## src/rtl/pipe_pkg.sv

```systemverilog
// Shared pipeline definitions: hazard FSM state encoding, the hardwired zero
// register, and the source/destination register compare helper.
package pipe_pkg;

    localparam logic [0:0] RUN      = 1'b0;
    localparam logic [0:0] MD_BUSY  = 1'b1;

    localparam logic [4:0] REG_ZERO = 5'd0;

    // A source field only conflicts when the instruction actually reads it.
    function automatic logic reg_match(input logic       use_src,
                                       input logic [4:0] src,
                                       input logic [4:0] dst);
        return use_src && (src == dst);
    endfunction

endpackage

```

## src/rtl/hazard_ctrl_sat_counter.sv

```systemverilog
// Saturating up-counter with synchronous clear; clear takes priority over
// increment, and the count sticks at all-ones once reached.
module sat_counter #(
    parameter int WIDTH = 16
) (
    input  logic             clk,
    input  logic             rst,
    input  logic             inc,
    input  logic             clr,
    output logic [WIDTH-1:0] count
);

    localparam logic [WIDTH-1:0] MAX_COUNT = '1;

    always_ff @(posedge clk or posedge rst) begin
        if (rst) begin
            count <= '0;
        end else if (clr) begin
            count <= '0;
        end else if (inc && (count != MAX_COUNT)) begin
            count <= count + 1'b1;
        end
    end

endmodule

```

## src/rtl/hazard_ctrl.sv

```systemverilog
// Pipeline hazard controller for the 5-stage MIPS core: load-use and
// mult/div-busy stalls, branch/jump flushes, and stall/flush perf counters.
module hazard_ctrl
    import pipe_pkg::*;
#(
    parameter int MD_LAT  = 4,
    parameter int COUNT_W = 16
) (
    input  logic               clk,
    input  logic               rst,
    input  logic [4:0]         id_rs,
    input  logic [4:0]         id_rt,
    input  logic               id_useRs,
    input  logic               id_useRt,
    input  logic               id_useHiLo,
    input  logic               id_mdStart,
    input  logic               ex_memRead,
    input  logic [4:0]         ex_wreg,
    input  logic               ex_branchTkn,
    input  logic               ex_jump,
    input  logic               perf_clr,
    output logic               pc_stall,
    output logic               ifid_stall,
    output logic               ifid_flush,
    output logic               idex_bubble,
    output logic               md_busy,
    output logic               md_done,
    output logic [COUNT_W-1:0] stall_count,
    output logic [COUNT_W-1:0] flush_count
);

    localparam int              CNT_W    = (MD_LAT > 1) ? $clog2(MD_LAT) : 1;
    localparam logic [CNT_W-1:0] CNT_INIT = CNT_W'(MD_LAT - 1);

    logic [0:0]       state;
    logic [0:0]       state_nxt;
    logic [CNT_W-1:0] cnt;
    logic [CNT_W-1:0] cnt_nxt;

    logic load_haz;
    logic md_haz;
    logic stall;
    logic flush;
    logic md_accept;

    // A load writing $zero never produces a value worth waiting for.
    assign load_haz = ex_memRead && (ex_wreg != REG_ZERO) &&
                      (reg_match(id_useRs, id_rs, ex_wreg) ||
                       reg_match(id_useRt, id_rt, ex_wreg));

    assign md_haz    = (state == MD_BUSY) && (id_useHiLo || id_mdStart);
    assign stall     = load_haz || md_haz;
    assign flush     = ex_branchTkn || ex_jump;
    assign md_accept = (state == RUN) && id_mdStart && !stall && !flush;

    always_comb begin
        state_nxt = state;
        cnt_nxt   = cnt;
        case (state)
            RUN: begin
                if (md_accept) begin
                    state_nxt = MD_BUSY;
                    cnt_nxt   = CNT_INIT;
                end
            end
            MD_BUSY: begin
                if (cnt == '0) begin
                    state_nxt = RUN;
                end else begin
                    cnt_nxt = cnt - 1'b1;
                end
            end
            default: begin
                state_nxt = RUN;
                cnt_nxt   = '0;
            end
        endcase
    end

    // A flush does not cancel an accepted mult/div: it already left ID.
    always_ff @(posedge clk or posedge rst) begin
        if (rst) begin
            state <= RUN;
            cnt   <= '0;
        end else begin
            state <= state_nxt;
            cnt   <= cnt_nxt;
        end
    end

    // Flush wins over stall: the stalled instruction is being squashed anyway.
    always_comb begin
        pc_stall    = 1'b0;
        ifid_stall  = 1'b0;
        ifid_flush  = 1'b0;
        idex_bubble = 1'b0;
        if (!rst) begin
            if (flush) begin
                ifid_flush  = 1'b1;
                idex_bubble = 1'b1;
            end else if (stall) begin
                pc_stall    = 1'b1;
                ifid_stall  = 1'b1;
                idex_bubble = 1'b1;
            end
        end
    end

    assign md_busy = (state == MD_BUSY);
    assign md_done = (state == MD_BUSY) && (cnt == '0);

    sat_counter #(
        .WIDTH (COUNT_W)
    ) u_stall_cnt (
        .clk   (clk),
        .rst   (rst),
        .inc   (pc_stall),
        .clr   (perf_clr),
        .count (stall_count)
    );

    sat_counter #(
        .WIDTH (COUNT_W)
    ) u_flush_cnt (
        .clk   (clk),
        .rst   (rst),
        .inc   (ifid_flush),
        .clr   (perf_clr),
        .count (flush_count)
    );

endmodule

```

## config.mk

```make
export PLATFORM = sky130hd
export DESIGN_NAME = hazard_ctrl
export DESIGN_NICKNAME = d
export VERILOG_FILES = /design/src/rtl/pipe_pkg.sv /design/src/rtl/hazard_ctrl_sat_counter.sv /design/src/rtl/hazard_ctrl.sv
export SDC_FILE = /design/constraint.sdc
export NUM_CORES = 1
export LEC_CHECK = 0
export CAP_MARGIN = 20
export CORE_ASPECT_RATIO = 1.1
export CORE_MARGIN = 5
export CORE_UTILIZATION = 50
export CTS_CLUSTER_SIZE = 25
export DETAILED_ROUTE_END_ITERATION = 7
export PLACE_DENSITY = 0.95
export SYNTH_ARGS = -nofsm -noshare
export SYNTH_HDL_FRONTEND = slang
export SYNTH_SLANG_ARGS = --single-unit
```

## constraint.sdc

```tcl
create_clock -name clk -period 4.92 [get_ports clk]
set_input_delay 0.492 -clock clk [delete_from_list [all_inputs] [get_ports clk]]
set_output_delay 0.492 -clock clk [all_outputs]
set_load 0.02 [all_outputs]
```

==> impl_metrics.tcl, run 1 <==
set metrics [dict create \
    run_status "finished, final reports clean" \
    antenna_left 0 \
    fin_total_pwr_mw 0.689 \
    grt_util_all_layers_pct 20.6 \
    gr-total-overflow 0 \
    setup_repair_after_global_routing_missed_its_margin "no" \
    place_hpwl_um 3750 \
    clock_path_buffers 2 \
    clkLatencyLatePin_ns 0.29 \
    finalWeightedCongestion 0.902 \
    route.layer.met1.wl_um 2250 \
    synth_top_family_by_area "simple AND/OR/NAND/NOR gates" \
    floorplan.die.height_um 76.7 \
    setup-tns-final_ns 0 \
    data_required_time_of_the_critical_path_ns 4.43 \
    yosys-mux-area-fraction_pct 0.496 \
    layout-area-overhead-vs-synth_pct 36.9 \
    synth.yosys.warnings 0 \
    cts_hold_buf 0 \
    dp.cells 336 \
    timing.critical_path.slowest_cell_delay_ns 0.65 \
    drt_pass1_iterations 5 \
    fin_ws_ns 1.72 \
    syn-cell-area_sq_mm 0.00202 \
    finalCritPeriodShare_pct 65.1 \
    worst_min_path_class "flop to flop" \
    rows 24 \
    synth_async_sr_flop_share_pct 100 \
    tightest_slew_ns 1.09 \
    io_buffers 62 \
    n_antenna_cell 0 \
    critPathTopFamily "buffers and inverters" \
    met3_length_um 368 \
    synthAdderAreaFrac_pct 1.86 \
    critical_setup_path_class "primary input to output port" \
    top_layer_used "met4" \
    seq_area_frac_synth_pct 43.4 \
    cts_num_sinks 35 \
    core-area_sq_mm 0.00393 \
    nets 319 \
    design.portCount 63 \
    syn_area_per_cell_sq_um 8.82 \
    tritoncts "yes" \
    worstSetupEndpointType "output port" \
    report.final.setup_viol 0 \
    powerDensity_mw_per_mm2 249 \
    period_needed_ns 3.20 \
    nFillCells 302 \
    drc 0 \
    floorplan.die_area_sq_mm 0.00541 \
    critPathSlowestCell "sky130_fd_sc_hd__clkdlybuf4s50_1" \
    synth_compound_area_share_pct 15.7 \
    clk_pin_slew_worst_paths_ns 0.06 \
    postCtsResizedCells 0 \
    clock-root-buffer "sky130_fd_sc_hd__clkbuf_8" \
    initial_utilization_pct 51.3 \
    fmaxAchievable_ghz 0.312 \
    syn-num-nets 257 \
    critPathMostFrequentCell "sky130_fd_sc_hd__clkdlybuf4s50_1" \
    critical_path_buf_inv_count 2 \
    instances_no_fill 344 \
    crit_fanout 3 \
    slew_headroom_pct 27.0 \
    post-place-ws_ns 1.71 \
    yosys_register_bits 35 \
    routed_wirelength_um 5220 \
    hold_viol 0 \
    leakagePower_nw 1.03 \
    first_pass_grt_wire_length_um 9150 \
    synth_unique_cells 40 \
    drive_gt1_share_pct 4.11 \
    wl_met2_um 2530 \
    count_of_final_max_slew_check_failures 0 \
    grt_antenna_before_repair 0 \
    routedWlPerCell_um 15.2 \
    cap_viol_max_count 0 \
    maximum_number_of_pins_on_one_net_before_global_route_repair 37 \
    vdd_drop_max_mv 0.188 \
    synth_simple_gate_area_share_pct 24.8 \
    grt_pass1_vias 2003 \
    yosys_most_used_dff "sky130_fd_sc_hd__dfrtp_1" \
    cts-buffers-inserted 5 \
    avgViaCountPerCell 5.61 \
    worst-endpoint-arrival_ns 2.71 \
    critical_path.cell_chain "clkdlybuf4s50_1 > xnor2_1 > nand4_1 > o22ai_1 > nand2_1 > a21oi_1 > clkdlybuf4s50_1" \
    vias 1930 \
    crit_path_start_kind "primary input" \
    drt_first_iter_violations 96 \
    synth-xor-area-share_pct 9.11 \
    postSynthCellCount 229 \
    finalHoldWorstSlack_ns 0.579 \
    cts.repair_timing.setup_buffer_count 0 \
    die_span_x_um 70.6 \
    timing.clock.skew_ns 0.00785 \
    number_of_synthesized_flops_with_an_enable_pin 0 \
    htree_levels 2 \
]
[state kept, by name, summed over array words and instances, names as in the netlist]
name	flops
cnt	2
md_busy	1
u_flush_cnt.count	16
u_stall_cnt.count	16
[logic make-up after synthesis]
kind of cell | after synthesis
fa+ha+maj | 3
simple gates | 98
mux | 1
buf+inv | 20
compound gates | 51
xor+xnor | 21
flops | 35
[Yosys cell counts, types with 3 or more instances]
library cell	count	area, sq um
sky130_fd_sc_hd__nor2_1	24	90.1
sky130_fd_sc_hd__o31a_1	4	35.0
sky130_fd_sc_hd__nand4_1	13	81.3
sky130_fd_sc_hd__dfrtp_1	35	876
sky130_fd_sc_hd__inv_1	12	45.0
sky130_fd_sc_hd__ha_1	3	37.5
sky130_fd_sc_hd__o21ai_1	9	45.0
sky130_fd_sc_hd__nor4_1	6	37.5
sky130_fd_sc_hd__a21oi_1	17	85.1
sky130_fd_sc_hd__o21ai_0	6	30.0
sky130_fd_sc_hd__o21a_1	5	37.5
sky130_fd_sc_hd__nand3_1	10	50.1
sky130_fd_sc_hd__clkbuf_1	4	15.0
sky130_fd_sc_hd__nand2_1	18	67.6
sky130_fd_sc_hd__or3_1	14	87.6
sky130_fd_sc_hd__xnor2_1	14	123
sky130_fd_sc_hd__xor2_1	7	61.3
[where the power goes]
group	total [mW]	leakage [nW]	internal, mW	switching (mW)
registers	0.315	0.480	0.302	0.0123
logic	0.143	0.501	0.0700	0.0732
clock network	0.231	0.0515	0.128	0.103
total	0.689	1.03	0.500	0.189
[path summary, 6_finish.rpt]
check / startpoint / endpoint / slack, ns / cells after the start
setup / recovery: ex_wreg[2] / ifid_stall / 1.72 / 7
hold / removal: cnt[0] / cnt[0] / 0.58 / 2
setup reg to reg: u_stall_cnt.count[0] / u_stall_cnt.count[1] / 2.15 / 7
hold reg to reg: cnt[0] / cnt[0] / 0.58 / 2
max in group asynchronous: rst / u_stall_cnt.count[5] / 3.94 / 3
min in group asynchronous: rst / u_stall_cnt.count[15] / 0.67 / 3
[cell type report]
class                      instances  area [sq um]  area share, %
inverter                          12          45.0           1.63
timing repair buffer              63           628           22.7
tap                               52          65.1           2.35
clock buffer                       8           100           3.62
sequential                        35           876           31.7
multi-input combinational        174          1050           38.0
[per-layer routing]
| layer | GRT usage [%] | up-vias |
|---|---|---|
| li1 | - | 941 |
| met1 | 25.6 | 913 |
| met2 | 33.7 | 67 |
| met3 | 6.41 | 9 |
| met4 | 7.33 | 0 |
| met5 | 0 | - |
[metrics by stage]
step           utilization [%]  instance area (sq um)
5_1_grt                   70.3                   2760
3_3_place_gp              67.7                   2660
3_5_place_dp              67.7                   2660
2_1_floorplan                -                   2020
4_1_cts                   70.3                   2760
6_report                  70.3                   2760
[worst register-to-register path, cell delays in order (launching register included)]
cell	delay, ns
sky130_fd_sc_hd__dfrtp_1	0.43
sky130_fd_sc_hd__ha_1	0.23
sky130_fd_sc_hd__nand4_1	0.38
sky130_fd_sc_hd__nor4_1	0.50
sky130_fd_sc_hd__nor3b_1	0.15
sky130_fd_sc_hd__a21oi_4	0.59
sky130_fd_sc_hd__mux2i_1	0.29
sky130_fd_sc_hd__nor2_1	0.05
[placed cells by master (no fill, tap or decap), types with 7 or more instances in the layout]
| cell type | count |
|---|---|
| sky130_fd_sc_hd__or3_1 | 14 |
| sky130_fd_sc_hd__xor2_1 | 7 |
| sky130_fd_sc_hd__a21oi_1 | 17 |
| sky130_fd_sc_hd__clkdlybuf4s50_1 | 62 |
| sky130_fd_sc_hd__clkbuf_8 | 7 |
| sky130_fd_sc_hd__o21ai_1 | 9 |
| sky130_fd_sc_hd__dfrtp_1 | 35 |
| sky130_fd_sc_hd__inv_1 | 12 |
| sky130_fd_sc_hd__nor2_1 | 24 |
| sky130_fd_sc_hd__nand4_1 | 13 |
| sky130_fd_sc_hd__xnor2_1 | 14 |
| sky130_fd_sc_hd__nand3_1 | 10 |
| sky130_fd_sc_hd__nand2_1 | 18 |
Power figures use the tool's default switching activity.
==> run 2, diff against run 1 <==
--- a/config.mk
+++ b/config.mk
@@ -8,10 +8,10 @@
 export CAP_MARGIN = 20
 export CORE_ASPECT_RATIO = 1.1
 export CORE_MARGIN = 5
-export CORE_UTILIZATION = 50
+export CORE_UTILIZATION = 42
 export CTS_CLUSTER_SIZE = 25
 export DETAILED_ROUTE_END_ITERATION = 7
-export PLACE_DENSITY = 0.95
+export PLACE_DENSITY = 0.88
 export SYNTH_ARGS = -nofsm -noshare
 export SYNTH_HDL_FRONTEND = slang
 export SYNTH_SLANG_ARGS = --single-unit
==> constraint.sdc (replaced) <==
create_clock -name clk -period 2.85 [get_ports clk]
set_input_delay 0.285 -clock clk [delete_from_list [all_inputs] [get_ports clk]]
set_output_delay 0.285 -clock clk [all_outputs]
set_load 0.02 [all_outputs]
==> impl_metrics.tcl, run 2 (synthesized netlist as in run 1, its figures left out) <==
set metrics [dict create \
    layout_commonest_cell "sky130_fd_sc_hd__clkdlybuf4s50_1" \
    instances_no_fill 350 \
    dpl_cell_area_sq_mm 0.00271 \
    design.portCount 63 \
    drt_pass1_iterations 4 \
    vias 1901 \
    vdd_drop_max_mv 0.286 \
    initial_utilization_pct 43.4 \
    htree_levels 2 \
    critical_setup_path_class "primary input to output port" \
    top_regs "u_flush_cnt.count x16, u_stall_cnt.count x16, cnt x2" \
    hold_viol 0 \
    worstSetupEndpointType "output port" \
    crit_path_start_kind "primary input" \
    layout-area-overhead-vs-synth_pct 37.9 \
    grt_antenna_before_repair 0 \
    slew_headroom_pct 65.1 \
    cap_viol_max_count 0 \
    timing.clock.skew_ns 0.00533 \
    avgViaCountPerCell 5.43 \
    top_layer_used "met4" \
    finalHoldWorstSlack_ns 0.509 \
    cts-buffers-inserted 5 \
    wl_met2_um 2320 \
    setup-tns-final_ns 0 \
    cts_num_sinks 35 \
    drt_first_iter_violations 61 \
    die_span_x_um 76.1 \
    cts.repair_timing.setup_buffer_count 0 \
    leakagePower_nw 1.04 \
    antenna_left 0 \
    io_buffers 62 \
    drive_gt1_share_pct 4.76 \
    routedWlPerCell_um 14.1 \
    floorplan.die_area_sq_mm 0.00630 \
    routed_wirelength_um 4920 \
    place_hpwl_um 3680 \
    commonest_cells_after_routing_fill_and_taps_aside "sky130_fd_sc_hd__clkdlybuf4s50_1, sky130_fd_sc_hd__dfrtp_1, sky130_fd_sc_hd__nor2_1" \
    clk_pin_slew_worst_paths_ns 0.06 \
    finalWeightedCongestion 0.833 \
    worst_min_path_class "primary input to asynchronous set/reset pin" \
    met3_length_um 330 \
    powerDensity_mw_per_mm2 398 \
    clkLatencyLatePin_ns 0.28 \
    clock-root-buffer "sky130_fd_sc_hd__clkbuf_8" \
    fmaxAchievable_ghz 0.381 \
    count_of_final_max_slew_check_failures 0 \
    first_pass_grt_wire_length_um 8250 \
    route.layer.met1.wl_um 2230 \
    data_required_time_of_the_critical_path_ns 2.57 \
    rows 26 \
    fin_area_sq_mm 0.00278 \
    grt_util_all_layers_pct 16.2 \
    floorplan.die.height_um 82.7 \
    clock_path_buffers 2 \
    tightest_slew_ns 0.519 \
    core-area_sq_mm 0.00465 \
    worst-endpoint-arrival_ns 2.34 \
    maximum_number_of_pins_on_one_net_before_global_route_repair 36 \
    fin_total_pwr_mw 1.11 \
    drc 0 \
    dp.cells 344 \
    n_antenna_cell 0 \
    postCtsResizedCells 0 \
    setup.reg_to_reg.worst_slack_ns 0.69 \
    cts_hold_buf 0 \
    setup_repair_after_global_routing_missed_its_margin "no" \
    grt_pass1_vias 1776 \
    crit_fanout 3 \
    finalCritPeriodShare_pct 92.2 \
    report.final.setup_viol 0 \
    nets 323 \
    nFillCells 415 \
    gr-total-overflow 0 \
    tritoncts "yes" \
    period_needed_ns 2.63 \
    run_status "finished, final reports clean" \
]
-- run 2: cell count changes in the layout (fill, tap and decap cells not counted), sizes merged --
cell / delta
buf: +4
clkbuf: -2
-- run 2: path summary, 6_finish.rpt --
path                                       from  depth (start not counted)              endpoint
setup / recovery                     ex_wreg[1]                          7              pc_stall
min in group clk                         cnt[0]                          2                cnt[0]
hold reg to reg                          cnt[0]                          2                cnt[0]
setup reg to reg           u_stall_cnt.count[0]                          8  u_stall_cnt.count[4]
hold / removal                              rst                          3               md_busy
max in group asynchronous                   rst                          3  u_stall_cnt.count[4]
-- run 2: per-stage QoR --
stage / worst slack [ns] / utilization [%]
3_5_place_dp: 0.223 / 58.3
5_1_grt: 0.0438 / 59.8
4_1_cts: 0.205 / 59.8
2_1_floorplan: 0.415 / -
3_3_place_gp: 0.283 / 58.3
6_report: 0.223 / 59.8
-- run 2: area by class of cell --
type / instances / area, sq um / share of cell area [%]
multi-input combinational: 174 / 1050 / 37.7
sequential: 35 / 876 / 31.5
timing repair buffer: 67 / 671 / 24.1
clock buffer: 6 / 72.6 / 2.61
tap: 56 / 70.1 / 2.52
inverter: 12 / 45.0 / 1.62
-- run 2: power breakdown --
group | switching [mW] | internal (mW) | total [mW]
clock network | 0.160 | 0.163 | 0.322
registers | 0.0195 | 0.522 | 0.542
logic | 0.120 | 0.124 | 0.244
-- run 2: worst max-delay path, cell delays in order --
cell                              delay, ns
sky130_fd_sc_hd__clkdlybuf4s50_1       0.55
sky130_fd_sc_hd__xnor2_1               0.14
sky130_fd_sc_hd__nand4_1               0.12
sky130_fd_sc_hd__o22ai_1               0.21
sky130_fd_sc_hd__nand2_1               0.12
sky130_fd_sc_hd__a21oi_1               0.25
sky130_fd_sc_hd__clkdlybuf4s50_1       0.66
-- run 2: per-layer routing --
layer	GRT usage (%)	up-vias
met1	19.7	881
met3	5.10	6
met2	27.8	67
met4	4.72	0
li1	-	947
met5	0	-
